$ cat config.mk
export PLATFORM = sky130hd
export DESIGN_NAME = pipeline_stall_controller
export DESIGN_NICKNAME = d
export VERILOG_FILES = /design/src/rtl/pipeline_stall_controller.sv
export SDC_FILE = /design/constraint.sdc
export NUM_CORES = 1
export LEC_CHECK = 0
export ABC_AREA = 1
export BUFFER_PORTS_ARGS = -buffer_cell sky130_fd_sc_hd__clkbuf_2
export CAP_MARGIN = 30
export CORE_UTILIZATION = 40
export CTS_BUF_LIST = sky130_fd_sc_hd__clkbuf_4 sky130_fd_sc_hd__clkbuf_8
export DETAILED_ROUTE_END_ITERATION = 8
export PLACE_DENSITY = 0.88
export RECOVER_POWER = 50
export SLEW_MARGIN = 20
export SYNTH_ARGS = -nofsm -noshare
export SYNTH_HDL_FRONTEND = slang
export SYNTH_SLANG_ARGS = --single-unit
$ cat constraint.sdc
create_clock -name clock -period 3.1 [get_ports clock]
set_input_delay 0.155 -clock clock [delete_from_list [all_inputs] [get_ports clock]]
set_output_delay 0.155 -clock clock [all_outputs]
set_load 0.02 [all_outputs]
$ cat src/rtl/pipeline_stall_controller.sv
// Pipeline stall/flush controller with multdiv start/wait FSM for the 5-stage core.
// Optional performance counters enabled by defining STALL_PERF_COUNTERS_EN.
module pipeline_stall_controller #(
  parameter int MD_TIMEOUT = 40
) (
  input  logic        clock,
  input  logic        reset,
  input  logic        load_use_stall,
  input  logic        branch_taken,
  input  logic [4:0]  dx_opcode,
  input  logic [4:0]  dx_alu_op,
  input  logic        md_result_rdy,
  output logic        pc_we,
  output logic        fd_we,
  output logic        dx_we,
  output logic        xm_we,
  output logic        mw_we,
  output logic        fd_flush,
  output logic        dx_insert_nop,
  output logic        xm_insert_nop,
  output logic        md_ctrl_mult,
  output logic        md_ctrl_div,
  output logic        md_busy,
  output logic        md_err_timeout,
  output logic [31:0] perf_md_stalls,
  output logic [31:0] perf_lu_stalls,
  output logic [31:0] perf_flushes
);

  localparam int CW = $clog2(MD_TIMEOUT + 1);
  localparam logic [CW-1:0] CNT_LAST = CW'(MD_TIMEOUT - 1);
  localparam logic [CW-1:0] CNT_ONE  = CW'(1);
  localparam logic [4:0] OPC_ALU = 5'd0;
  localparam logic [4:0] ALU_MUL = 5'd6;
  localparam logic [4:0] ALU_DIV = 5'd7;

  typedef enum logic [1:0] {
    IDLE    = 2'd0,
    MD_WAIT = 2'd1,
    MD_DONE = 2'd2
  } state_t;

  state_t        state_r;
  state_t        state_next_s;
  logic [CW-1:0] cnt_r;
  logic          err_r;
  logic          md_op_s;
  logic          timeout_s;
  logic          freeze_s;
  logic          lu_cyc_s;
  logic          flush_cyc_s;

  assign md_op_s = (dx_opcode == OPC_ALU) && ((dx_alu_op == ALU_MUL) || (dx_alu_op == ALU_DIV));
  assign md_err_timeout = err_r;

  // Next-state and all pipeline controls; reset forces every output low.
  always_comb begin
    state_next_s  = state_r;
    pc_we         = 1'b0;
    fd_we         = 1'b0;
    dx_we         = 1'b0;
    xm_we         = 1'b0;
    mw_we         = 1'b0;
    fd_flush      = 1'b0;
    dx_insert_nop = 1'b0;
    xm_insert_nop = 1'b0;
    md_ctrl_mult  = 1'b0;
    md_ctrl_div   = 1'b0;
    md_busy       = 1'b0;
    timeout_s     = 1'b0;
    freeze_s      = 1'b0;
    lu_cyc_s      = 1'b0;
    flush_cyc_s   = 1'b0;
    if (reset) begin
      state_next_s = IDLE;
    end else begin
      md_busy = (state_r != IDLE);
      case (state_r)
        IDLE: begin
          if (md_op_s) begin
            freeze_s     = 1'b1;
            md_ctrl_mult = (dx_alu_op == ALU_MUL);
            md_ctrl_div  = (dx_alu_op == ALU_DIV);
            state_next_s = MD_WAIT;
          end else if (branch_taken) begin
            {pc_we, fd_we, dx_we, xm_we, mw_we} = 5'b11111;
            fd_flush      = 1'b1;
            dx_insert_nop = 1'b1;
            flush_cyc_s   = 1'b1;
          end else if (load_use_stall) begin
            {pc_we, fd_we, dx_we, xm_we, mw_we} = 5'b00111;
            dx_insert_nop = 1'b1;
            lu_cyc_s      = 1'b1;
          end else begin
            {pc_we, fd_we, dx_we, xm_we, mw_we} = 5'b11111;
          end
        end
        MD_WAIT: begin
          freeze_s = 1'b1;
          if (md_result_rdy) begin
            state_next_s = MD_DONE;
          end else if (cnt_r == CNT_LAST) begin
            timeout_s    = 1'b1;
            state_next_s = MD_DONE;
          end else begin
            state_next_s = MD_WAIT;
          end
        end
        MD_DONE: begin
          {pc_we, fd_we, dx_we, xm_we, mw_we} = 5'b11111;
          state_next_s = IDLE;
        end
        default: begin
          state_next_s = IDLE;
        end
      endcase
      // Freeze: hold PC/FD/DX with the mul/div in DX, bubble into XM.
      if (freeze_s) begin
        {pc_we, fd_we, dx_we, xm_we, mw_we} = 5'b00011;
        xm_insert_nop = 1'b1;
      end else begin
        xm_insert_nop = 1'b0;
      end
    end
  end

  // State, wait counter and sticky timeout flag.
  always_ff @(posedge clock) begin
    if (reset) begin
      state_r <= IDLE;
      cnt_r   <= '0;
      err_r   <= 1'b0;
    end else begin
      state_r <= state_next_s;
      cnt_r   <= (state_r == MD_WAIT) ? (cnt_r + CNT_ONE) : '0;
      err_r   <= err_r | timeout_s;
    end
  end

`ifdef STALL_PERF_COUNTERS_EN
  logic [31:0] perf_md_r;
  logic [31:0] perf_lu_r;
  logic [31:0] perf_fl_r;

  // Free-running wrap-around stall/flush event counters.
  always_ff @(posedge clock) begin
    if (reset) begin
      perf_md_r <= 32'd0;
      perf_lu_r <= 32'd0;
      perf_fl_r <= 32'd0;
    end else begin
      perf_md_r <= perf_md_r + {31'd0, freeze_s};
      perf_lu_r <= perf_lu_r + {31'd0, lu_cyc_s};
      perf_fl_r <= perf_fl_r + {31'd0, flush_cyc_s};
    end
  end

  assign perf_md_stalls = perf_md_r;
  assign perf_lu_stalls = perf_lu_r;
  assign perf_flushes   = perf_fl_r;
`else
  assign perf_md_stalls = 32'd0;
  assign perf_lu_stalls = 32'd0;
  assign perf_flushes   = 32'd0;
`endif

endmodule

; ---- Word level (Yosys, flattened, before mapping)
; Index checks and enable logic that the tools add are counted.
[classes]
bitwise_logic = 2
div = 0
mux = 41
reduce_logical = 6
eq_ne = 6
addsub = 1
magnitude_cmp = 0
shifts = 0
multipliers = 0
[ops]
columns = op, count
row1 = 2-to-1 mux 1 bit, 34
row2 = equality test 5 x 3 -> 1 bit (second input constant), 2
row3 = adder 6 x 1 -> 6 bit (second input constant), 1
row4 = equality test 6 bit (second input constant), 1
row5 = 2-to-1 mux 2 bit, 3
row6 = one-hot mux 1 bit (2 select lines), 3
row7 = logical NOT 5 bit, 1
row8 = one-hot mux 2 bit (2 select lines), 1
row9 = equality test 2 x 1 -> 1 bit (second input constant), 1
row10 = equality test 2 bit (second input constant), 1
row11 = logical NOT 2 bit, 1
row12 = inequality test 2 bit (second input constant), 1
row13 = nonzero test 2 bit, 1
row14 = OR reduction 2 bit, 1
row15 = logical AND 1 bit, 1
row16 = logical OR 1 bit, 1
row17 = inverter 1 bit, 1
row18 = OR 1 bit, 1
[totals]
register_bits = 9
input_bits = 15
memories = 0
out_inout_bits = 108
mem_bits_rw = 0
rom_bits = 0
wordCells = 59
latch_bits = 0

; ---- Depth between registers and ports, before layout
[logic_depth]
ltp_word = 8
depth_mapped = 7
ltp_nobuf = 6

; ---- Worst setup path after synthesis
; OpenSTA, ideal clock, no wires.
[synth_timing]
path_kind = register -> output
start = register state_r[1]
end = output pc_we
t_required_ns = 2.945
arrival_time_ns = 1.175
slack_ns = 1.770
stages_incl_launch_ff = 6
path_buffers = 1
cell_sequence = dfxtp_1 inv_1 nand4_1 nand2_1 nor2_1 buf_4
[synth_between]
elab_chain_cells = 5
elab_cells_between_ends = 8
classes_between = eq/ne: 2 / mux: 5 / reduce/logical: 1
[synth_rtl]
columns = element, line_no
row1 = from (decl), 43  ; state_t state_r;
row2 = from (signal assigned), 134  ; state_r <= state_next_s;
row3 = equality test 2 x 1 -> 1 bit / logical NOT 2 bit (equally long branches), n/a
row4 = one-hot mux 1 bit (2 select lines), 78  ; case (state_r)
row5 = 2-to-1 mux 1 bit, 74  ; if (reset) begin
row6 = 2-to-1 mux 1 bit * (2 in a row), n/a
row7 = to (decl), 13  ; output logic pc_we,
; Mark *: on every way between the ends. The rest lies on a longest branch, timed or not. The select of a mux whose other input is x is not followed.

; ---- Worst setup path after layout
[layout_timing]
start = register state_r[0]
end = output md_ctrl_mult
[layout_between]
elab_chain_cells = 3
[layout_rtl]
columns = element, line_no
row1 = logical NOT 2 bit, 78
row2 = 2-to-1 mux 1 bit, 78
row3 = 2-to-1 mux 1 bit, 74
row4 = to (decl), 21  ; output logic md_ctrl_mult,
; Every way passes these cells.

==> reports/results.ini <==
[sta]
period_needed_ns = 1.44
fin_skew_ns = 0.000178
period_share_pct = 46.4
rsz0062_at_grt = no
final.setup.tns_ns = 0
max_freq_ghz = 0.695
hold_viol = 0
maxSlewViolCount = 0
finalSetupViolCount = 0

[placement]
gp_congestion = 0.694
post-dp-hpwl_um = 1380
port_buffers = 26

[synthesis]
synthCells = 178
synth.yosys.warnings = 0
async_reset_ff_share_pct = 0
synth_cell_type_count = 22
yosysTopAreaCell = buf_4
synth_area_sq_um = 1250
seq_area_frac_synth_pct = 14.4
synth.area.top_cells = buf_4, dfxtp_1, nor2_1
synth-seq-cells = 9
yosys.area.top_type_share_pct = 58.8
dominantRegCellSynth = dfxtp_1
synth_edf_count = 0
syn_area_per_cell_sq_um = 7.03

[clock_tree]
ctsLongestPathBuffers = 2
post_cts_buffers = 0
htree_num_levels = 1
numCtsBuffers = 3
cts.reportedPaths.clkPinSlew_ns = 0.06
cts_tree = yes
clkSinkCount = 9
cts_root_buf = clkbuf_4
cts_resized = 0
clk_latency_ns = 0.26
hold_buffers = 0

[setup_path]
crit_slowest_cell = dfxtp_1
crit_arrival_ns = 1.28
end_kind = primary output
slowest_delay_ns = 0.34
cp_max_fo = 5
cp_cell_sequence = nor2_1 > inv_1 > or2_1 > nor2_1 > clkbuf_2
cp_common_cell = nor2_1
reg2reg_slack_ns = 1.95
cp-start-kind = flip-flop
required_ns = 2.94
crit_type = flip-flop to primary output

[die]
rows = 19
die_area_sq_um = 3360
die_w_um = 57.9
io_pins = 123
start_util_pct = 43.9
coreArea_sq_um = 2850
die_height_um = 57.9

[layout]
final_layout_size_suffix_gt1_share_pct = 14.6
fillers = 323
diodes = 0
nets = 222
area_growth_pct = -15.7
final_util_pct = 37.0

[global_routing]
grt_overflow = 0
antenna_found_initial = 0
grt_pass1_vias = 569
grt_pass1_wl_um = 2140
grt_max_degree = 8
grt_usage_pct = 8.07

[route]
ant_nets = 0
drc_errors = 5
wl_um = 1480
via_count = 828
routedWlPerCell_um = 6.25
drt_iter0_drc = 23
dr.pass1.iters = 8
via_per_inst = 3.51

[status]
violations = DRC
status = complete, but fails checks

[pwr]
vdd_ir_drop_max_mv = 0.201
p_leak_uw = 0.000651
power_density_nw_per_um2 = 334

[job]
drv_cap = 0

[worst_hold_path]
hold_path.class = input port to flip-flop

through the flow:
step	instances	power, uW	hold slack [ns]	worst slack, ns	cell area (sq um)
after floorplan	273	331	0.224	1.77	1610
after CTS	236	355	0.164	1.63	1070
after global routing	236	369	0.157	1.53	1050
final	236	352	0.136	1.66	1050
after detailed placement	232	253	0.443	1.93	1040
after global placement	232	252	0.432	1.88	1040
cell type report:
type / instances / area [sq um] / area share [%]
Timing Repair Buffer: 26 / 129 / 12.2
Tap cell: 31 / 38.8 / 3.68
Sequential cell: 9 / 180 / 17.1
Clock buffer: 4 / 30.0 / 2.85
Inverter: 16 / 60.1 / 5.69
Multi-Input combinational cell: 150 / 617 / 58.5
power by group:
group / leakage, uW / switching, uW / internal [uW]
sequential: 0.0000724 / 0.0375 / 116
clock: 0.0000184 / 42.9 / 58.5
combinational: 0.000560 / 122 / 13.7
synth_stat cells (all sizes together), types with 2 or more instances:
| cell | n |
|---|---|
| buf | 98 |
| nand3 | 5 |
| dfxtp | 9 |
| nand2 | 10 |
| inv | 15 |
| o21ai | 3 |
| nand4 | 2 |
| a21oi | 7 |
| nor2 | 20 |
worst paths after layout:
kind | cells after the start | to | startpoint
setup reg to reg | 5 | cnt_r[4] | state_r[1]
hold reg to reg | 2 | md_err_timeout | md_err_timeout
setup / recovery | 5 | md_ctrl_mult | state_r[0]
hold / removal | 2 | md_err_timeout | reset
sequential cells by signal, summed over array words and instances, names as in the netlist:
signal	cells
cnt_r	6
md_err_timeout	1
state_r	2
layout by cell type, fill, tap and decap left out, drive strengths merged:
cell    synthesis  layout
conb            1      96
clkbuf          0      30
nor2           20      20
inv            15      15
nand2          10      10
dfxtp           9       9
a21oi           7       7
nand3           5       5
o21ai           3       3
nand4           2       2
or3b            1       1
or2             1       1
a21boi          1       1
nor3b           1       1
clkinv          1       1
nand2b          1       1
nor3            1       1
ha              1       1
cell families (layout without fill, tap and decap cells):
kind of cell,after synthesis,after routing,share of synthesized area (%)
adder cells (fa/ha/maj),1,1,1.00
other,1,96,0.300
AND/OR/NAND/NOR,42,42,16.1
flip-flops,9,9,14.4
AO/OA/AOI/OAI,11,11,4.60
buffers and inverters,114,46,63.6
worst max-delay path: cells and delay by family, from the launching register on:
family | cells | cell delay, ns
simple gates | 3 | 0.45
flops | 1 | 0.34
buf+inv | 2 | 0.23
layer usage:
metal | track usage [%] | vias up | share of wire (%)
met2 | 14.0 | 80 | 52
met4 | 6.80 | 0 | 1.1
met1 | 9.05 | 343 | 35
li1 | - | 403 | -
met5 | 0 | - | 0
met3 | 0.446 | 2 | 13
Power figures use the tool's default switching activity.
